$ cat src/rtl/lf_tx_fault_responder.sv
// lf_tx_fault_responder
//   Transmit-side link-fault responder for a 10GBASE-R MAC. It qualifies the
//   2-bit link fault status from the RX path against glitches. It then overrides
//   the MAC XGMII TX stream at inter-frame boundaries:
//     - local fault received  -> Remote Fault ordered sets
//     - remote fault received -> Idle
// Ports:
//   clk, reset                      datapath clock, synchronous active-high reset
//   lf_valid, lf_data[1:0]          link fault status stream (never backpressured)
//   in_xgmii_data/ctrl              MAC TX XGMII word (lane n = bits 8n+7:8n)
//   out_xgmii_data/ctrl             registered XGMII word towards the PCS
//   tx_mode[1:0]                    00 NORMAL, 01 SEND_RF, 10 SEND_IDLE
//   subst_cnt[CNT_W-1:0]            saturating count of substituted output words
module lf_tx_fault_responder #(
    parameter int HOLD  = 4,
    parameter int CNT_W = 32
) (
    input  logic             clk,
    input  logic             reset,
    input  logic             lf_valid,
    input  logic [1:0]       lf_data,
    input  logic [63:0]      in_xgmii_data,
    input  logic [7:0]       in_xgmii_ctrl,
    output logic [63:0]      out_xgmii_data,
    output logic [7:0]       out_xgmii_ctrl,
    output logic [1:0]       tx_mode,
    output logic [CNT_W-1:0] subst_cnt
);

    typedef enum logic [1:0] {
        ST_NORMAL    = 2'b00,
        ST_SEND_RF   = 2'b01,
        ST_SEND_IDLE = 2'b10
    } mode_t;

    localparam logic [7:0]       HOLD_C      = 8'(HOLD);
    localparam logic [1:0]       LF_RESERVED = 2'b11;
    localparam logic [63:0]      RF_DATA     = 64'h0200009C_0200009C;
    localparam logic [7:0]       RF_CTRL     = 8'h11;
    localparam logic [63:0]      IDLE_DATA   = 64'h07070707_07070707;
    localparam logic [7:0]       IDLE_CTRL   = 8'hFF;
    localparam logic [7:0]       START_CHAR  = 8'hFB;
    localparam logic [7:0]       TERM_CHAR   = 8'hFD;
    // Lanes where a /S/ is legal (0 and 4); a start anywhere else is ignored.
    localparam logic [7:0]       START_LANES = 8'b0001_0001;
    localparam logic [CNT_W-1:0] CNT_MAX     = {CNT_W{1'b1}};
    localparam logic [CNT_W-1:0] CNT_ONE     = {{(CNT_W-1){1'b0}}, 1'b1};

    // True when the word carries a /S/ in a legal lane.
    function automatic logic f_has_start(input logic [63:0] d, input logic [7:0] c);
        return (c[0] && (d[7:0] == START_CHAR)) || (c[4] && (d[39:32] == START_CHAR));
    endfunction

    // Frame state after a word: the last /S/ or /T/ in lane order decides,
    // no delimiter leaves the state unchanged.
    function automatic logic f_frame_after(input logic cur, input logic [63:0] d,
                                           input logic [7:0] c);
        logic f;
        f = cur;
        for (int n = 0; n < 8; n++) begin
            if (c[n] && (d[8*n +: 8] == TERM_CHAR)) begin
                f = 1'b0;
            end else if (c[n] && START_LANES[n] && (d[8*n +: 8] == START_CHAR)) begin
                f = 1'b1;
            end else begin
                f = f;
            end
        end
        return f;
    endfunction

    logic [1:0]       r_cand;
    logic [7:0]       r_hcnt;
    logic [1:0]       r_qual;
    logic             r_in_frame;
    mode_t            r_mode;
    logic [63:0]      r_out_data;
    logic [7:0]       r_out_ctrl;
    logic [CNT_W-1:0] r_subst_cnt;

    logic [1:0]       w_cand_n;
    logic [7:0]       w_hcnt_n;
    logic [1:0]       w_qual_n;
    mode_t            w_pending;
    logic             w_safe;
    mode_t            w_mode_n;
    logic [63:0]      w_data_n;
    logic [7:0]       w_ctrl_n;
    logic [CNT_W-1:0] w_cnt_n;
    logic             w_frame_n;

    // Status qualifier: run length of identical valid samples; qual follows
    // the same edge as the run reaching HOLD so the mode can react one cycle later.
    always_comb begin
        w_cand_n = r_cand;
        w_hcnt_n = r_hcnt;
        if (lf_valid) begin
            if (lf_data == r_cand) begin
                if (r_hcnt < HOLD_C) begin
                    w_hcnt_n = r_hcnt + 8'd1;
                end else begin
                    w_hcnt_n = r_hcnt;
                end
            end else begin
                w_cand_n = lf_data;
                w_hcnt_n = 8'd1;
            end
        end else begin
            w_cand_n = r_cand;
            w_hcnt_n = r_hcnt;
        end
        w_qual_n = r_qual;
        if ((w_hcnt_n == HOLD_C) && (w_cand_n != LF_RESERVED)) begin
            w_qual_n = w_cand_n;
        end else begin
            w_qual_n = r_qual;
        end
    end

    // Mode selection at frame boundaries, output substitution and counter.
    always_comb begin
        case (r_qual)
            2'b01:   w_pending = ST_SEND_RF;
            2'b10:   w_pending = ST_SEND_IDLE;
            default: w_pending = ST_NORMAL;
        endcase
        w_safe    = !r_in_frame && !f_has_start(in_xgmii_data, in_xgmii_ctrl);
        w_frame_n = f_frame_after(r_in_frame, in_xgmii_data, in_xgmii_ctrl);
        if ((w_pending != r_mode) && w_safe) begin
            w_mode_n = w_pending;
        end else begin
            w_mode_n = r_mode;
        end
        case (w_mode_n)
            ST_SEND_RF: begin
                w_data_n = RF_DATA;
                w_ctrl_n = RF_CTRL;
            end
            ST_SEND_IDLE: begin
                w_data_n = IDLE_DATA;
                w_ctrl_n = IDLE_CTRL;
            end
            default: begin
                w_data_n = in_xgmii_data;
                w_ctrl_n = in_xgmii_ctrl;
            end
        endcase
        if ((w_mode_n != ST_NORMAL) && (r_subst_cnt != CNT_MAX)) begin
            w_cnt_n = r_subst_cnt + CNT_ONE;
        end else begin
            w_cnt_n = r_subst_cnt;
        end
    end

    // State and registered outputs; reset forces Idle on the line.
    always_ff @(posedge clk) begin
        if (reset) begin
            r_cand      <= 2'b00;
            r_hcnt      <= 8'd0;
            r_qual      <= 2'b00;
            r_in_frame  <= 1'b0;
            r_mode      <= ST_NORMAL;
            r_out_data  <= IDLE_DATA;
            r_out_ctrl  <= IDLE_CTRL;
            r_subst_cnt <= {CNT_W{1'b0}};
        end else begin
            r_cand      <= w_cand_n;
            r_hcnt      <= w_hcnt_n;
            r_qual      <= w_qual_n;
            r_in_frame  <= w_frame_n;
            r_mode      <= w_mode_n;
            r_out_data  <= w_data_n;
            r_out_ctrl  <= w_ctrl_n;
            r_subst_cnt <= w_cnt_n;
        end
    end

    assign out_xgmii_data = r_out_data;
    assign out_xgmii_ctrl = r_out_ctrl;
    assign tx_mode        = r_mode;
    assign subst_cnt      = r_subst_cnt;

endmodule

$ cat config.mk
export PLATFORM = sky130hd
export DESIGN_NAME = lf_tx_fault_responder
export DESIGN_NICKNAME = d
export VERILOG_FILES = /design/src/rtl/lf_tx_fault_responder.sv
export SDC_FILE = /design/constraint.sdc
export NUM_CORES = 1
export LEC_CHECK = 0
export ABC_AREA = 0
export CORE_MARGIN = 5
export CORE_UTILIZATION = 35
export DETAILED_ROUTE_END_ITERATION = 8
export GPL_TIMING_DRIVEN = 0
export PLACE_DENSITY = 0.66
export SLEW_MARGIN = 0
export SYNTH_ARGS = -nofsm -noshare
export SYNTH_HDL_FRONTEND = slang
export SYNTH_SLANG_ARGS = --single-unit
$ cat constraint.sdc
create_clock -name clk -period 2.9 [get_ports clk]
set_clock_uncertainty 0.1 [all_clocks]
set_input_delay 0.29 -clock clk [delete_from_list [all_inputs] [get_ports clk]]
set_output_delay 0.29 -clock clk [all_outputs]
set_load 0.02 [all_outputs]
# Word level (Yosys, flattened, before mapping)
# Index checks and enable logic that the tools add are counted.
[op_classes] add_sub_neg=2 order_cmp=1 n_eq_ne=19 n_mux=15 n_reduce_logical=20
[ops] op="$pmux 64 s2" count=1
[ops] op="$eq 8x8->1 const B" count=10
[ops] op="$add 32x1->32 const B" count=1
[ops] op="$ne 32x32->1 const B" count=1
[ops] op="$mux 8" count=3
[ops] op="$pmux 8 s2" count=1
[ops] op="$logic_and 1x1->1" count=14
[ops] op="$add 8x1->8 const B" count=1
[ops] op="$eq 8x3->1 const B" count=1
[ops] op="$lt 8x3->1 const B" count=1
[ops] op="$mux 1" count=6
[ops] op="$mux 2" count=3
[ops] op="$reduce_bool 6->1" count=1
[ops] op="$reduce_or 5->1" count=1
[ops] op="$eq 2x1->1 const B" count=2
[ops] op="$eq 2x2->1 const B" count=2
[ops] op="$pmux 2 s2" count=1
[ops] op="$eq 2x2->1" count=1
[ops] op="$logic_not 1->1" count=2
[ops] op="$ne 2x2->1" count=1
[ops] op="$ne 2x2->1 const B" count=1
[ops] op="$reduce_bool 2->1" count=1
[ops] op="$logic_or 1x1->1" count=1
[totals] regBits=119 out_inout_bits=106

# Depth between registers and ports, before layout
[depth] word_depth=9 ltp_mapped=12 depth_no_buf=10

# Worst setup path before layout
# OpenSTA, ideal clock, no wires.
[synth_timing] kind="input port to flip-flop" start="input in_xgmii_data[39]" end="register r_subst_cnt[13], in the netlist subst_cnt[13]" setup_time_ns=0.060 arrival_time_ns=2.995 setup_slack_ns=-0.255 path_stages=12 n_path_buf=2 path_cell_list="and4_1 > and4_1 > a311oi_1 > mux2i_1 > ha_1 > buf_2 > nand4b_4 > nor3_4 > o31ai_4 > buf_6 > or4_2 > nand2_1"
[synth_via] elab_chain_cells=9
[synth_rtl] item="from (decl)" line_no="22" rtl="input logic [63:0] in_xgmii_data,"
[synth_rtl] item="$eq 8x8->1" line_no="51" rtl="return (c[0] && (d[7:0] == START_CHAR)) || (c[4] && (d[39:32] == START_CHAR));"
[synth_rtl] item="$logic_and 1x1->1" line_no="51"
[synth_rtl] item="$logic_or 1x1->1" line_no="51"
[synth_rtl] item="$logic_not 1->1" line_no="127" rtl="w_safe = !r_in_frame && !f_has_start(in_xgmii_data, in_xgmii_ctrl);"
[synth_rtl] item="$logic_and 1x1->1" line_no="127"
[synth_rtl] item="$logic_and 1x1->1" line_no="129" rtl="if ((w_pending != r_mode) && w_safe) begin"
[synth_rtl] item="$mux 2" line_no="129"
[synth_rtl] item="$reduce_bool 2->1" line_no="148" rtl="if ((w_mode_n != ST_NORMAL) && (r_subst_cnt != CNT_MAX)) begin"
[synth_rtl] item="$logic_and 1x1->1" line_no="148"
[synth_rtl] item="to (signal assigned)" line_no="165" rtl="r_subst_cnt <= {CNT_W{1'b0}};"
[synth_rtl] item="to (signal assigned)" line_no="174" rtl="r_subst_cnt <= w_cnt_n;"
[synth_rtl] item="to (decl)" line_no="79" rtl="logic [CNT_W-1:0] r_subst_cnt;"
# No other way between the ends.
# A chain may end at the register's enable or synchronous reset.

# Worst setup path after layout
[layout_timing] start="input in_xgmii_data[36]" end="register r_subst_cnt[13], in the netlist subst_cnt[13]"
# Same word-level chain as after synthesis.

==> run summary <==
Post-Syn Instances - 482
Finished Core Util - 56.80%
Initial Utilization - 35.45%
outcome - completed
Seq/Total Area, Yosys - 51.16%
Arr. time, crit path - 3060 ps
area of the die - 0.01571 mm^2
global route hottest layer - met2
EDFF count, synth - 0
asr flop ratio synth - 0%
crit-path max FO - 5
P&R area growth vs syn - 60.24%
Worst-Margin Slew - 618.8 ps
peak supply drop - 0.3076 mV
CP Capture Type - register
Slew Limit Fails - 0
sequential cell area - 0.002382 mm^2
WP depth - 12
HP Class - in -> reg
WL/cell - 16.47 um
CP Class - in -> reg
Fill cells - 1,152
num ports - 183
Worst slew margin - 58.43%
R2R cell count - 9
Final Hold Viols - 0
worst-skew pair later-pin latency - 410 ps
First-pass DRT Iterations - 4
Slowest Stage Delay on Critical Path - 540 ps
Final Power - 4222 uW
met2 usage - 31.67%
Synth area leaders - dfxtp_1 51%, and2_1 5.6%, o21ai_0 3.5%, inv_1 2.7%, xor2_1 2.6%
Placer Congestion - 0.8316
Sink Count - 119
critical path's top delay family - simple AND/OR/NAND/NOR gates
Max Clock Freq - 0.3581 GHz
Total Wirelength - 14,510 um
hpwl dp - 10,960 um
Yosys top cell area share - 51.16%
cts hold-fix bufs - 0
area of the multi-input gates - 0.002118 mm^2
syn nets - 564
antenna fix cells - 0
number of distinct library cells after synthesis - 54
total negative slack - 0 ps
clock tree buffer depth - 2
Synth area leader - dfxtp_1
Port Buf Inserts - 181
Leak - 0.003011 uW
CTS Root Cell - clkbuf_16
drt drc - 0
CTS tree - yes
Pwr Density - 565.8 mW/mm^2
Die Wd - 125.4 um
RSZ-0062 raised after global routing - false
cts bufs inserted - 17
number of global-route vias before repair - 4,408
Crit-path slowest cell - or4_2
crit path launch type - primary input
Iter 0 DRT Violations - 214
endpoints failing setup - 0
post-detailed-route count of antenna-violating nets - 0
global-route wire length before repair - 23,260 um
total congestion overflow - 0
Core ar. - 0.01314 mm^2
H-Tree Depth - 4
Reg clk slew, reported paths - 60 ps
nets - 774
Main synth FF type - dfxtp_1
Tmin final - 2793 ps
syn_area_per_cell - 9.662 um^2
GR Util met1 - 21.57%
initial antenna violation count - 0
most frequent cells after synthesis - 119 x dfxtp_1, 42 x and2_1, 34 x inv_1
Via Count - 4,278
Total Routing Usage GR - 18.58%
crit share post-route - 96.30%
Seq cells post-synth - 119
placement row count - 42
Synth warnings - 0
MaxCap Viol Count - 0
share of cells above drive strength 1 - 12.34%
required time of the critical path - 3160 ps
CP cell instances - clkdlybuf4s50_1 -> and4_1 -> and4_4 -> a311oi_4 -> mux2i_2 -> ha_4 -> nand4b_4 -> nor3_4 -> o31ai_4 -> buf_6 -> or4_2 -> nand2_1
largest net degree at the start of global routing - 17
Cell Area, Synth - 0.004657 mm^2
hold depth - 2
WP buf/inv - 2
drt via density - 4.856
met3 GRT Util - 6.908%
DIE HEIGHT - 125.4 um
top-count cell post-synth - dfxtp_1
==> kinds of logic after synthesis <==
kind of cell	Yosys count	share of synthesized area, %
mux	7	1.558
compound gates	87	12.06
buf+inv	56	5.051
xor+xnor	21	3.950
simple gates	187	24.88
flops	119	51.16
fa+ha+maj	5	1.343
==> placed cells by master (no fill, tap or decap), drive strengths merged, types with 12 or more instances in the layout <==
master,synthesis,layout
nor2,28,28
nand3,12,12
a21oi,22,22
dfxtp,119,119
clkbuf,17,33
o21ai,36,36
xor2,14,14
nand4,14,14
inv,34,35
clkdlybuf4s50,0,175
nand2,21,21
and2,42,42
buf,5,17
==> through the flow <==
step	setup WS, ps	instance area, um^2	std cells	hold WS, ps
finish	107.3	7462	881	29.39
global route	0.8995	7462	881	33.01
CTS	0.9752	7402	876	261.3
detailed placement	-1091	6698	839	348.5
global placement	-1084	6698	839	343.5
floorplan	11.33	4666	482	283.2
==> cell type report <==
class | count | share of cell area, %
buffer | 20 | 1.442
clock buffer | 18 | 5.885
clock inverter | 14 | 2.046
inverter | 34 | 1.710
multi-input combinational | 307 | 28.39
sequential | 119 | 31.92
tap | 176 | 2.951
timing repair buffer | 193 | 25.65
==> routing by layer <==
| layer | routed length, um | up-vias | part of all wire, % |
|---|---|---|---|
| li1 | - | 2108 | - |
| met1 | 6102 | 1981 | 42 |
| met2 | 7105 | 171 | 49 |
| met3 | 1094 | 18 | 7.5 |
| met4 | 207 | 0 | 1.4 |
| met5 | 0 | - | 0 |
==> flip-flops by register name (all words and copies together), names as in the netlist <==
| signal | count |
|---|---|
| r_hcnt | 8 |
| r_cand | 2 |
| out_xgmii_data | 64 |
| tx_mode | 2 |
| r_qual | 2 |
| subst_cnt | 32 |
| out_xgmii_ctrl | 8 |
| r_in_frame | 1 |
==> repair_timing <==
item                       CTS  global route
gates resized for setup     18            10
hold endpoints to repair     0             0
setup endpoints to repair   85            65
buffers inserted             6             5
pin swaps                    6             7
gates cloned                 0             1
==> path summary, 6_finish.rpt <==
kind / start / endpoint / slack (ps)
min: in_xgmii_data[6] / out_xgmii_data[6] / 30
max reg2reg: r_in_frame / subst_cnt[13] / 460
min reg2reg: r_hcnt[3] / r_hcnt[3] / 370
max: in_xgmii_data[36] / subst_cnt[13] / 110
==> power by group <==
group	internal, uW	leakage (uW)	switching [uW]	total (uW)
clock	1290	0.000278	779	2070
sequential	1700	0.000980	21.8	1720
combinational	234	0.00175	201	435
Power figures use the tool's default switching activity.
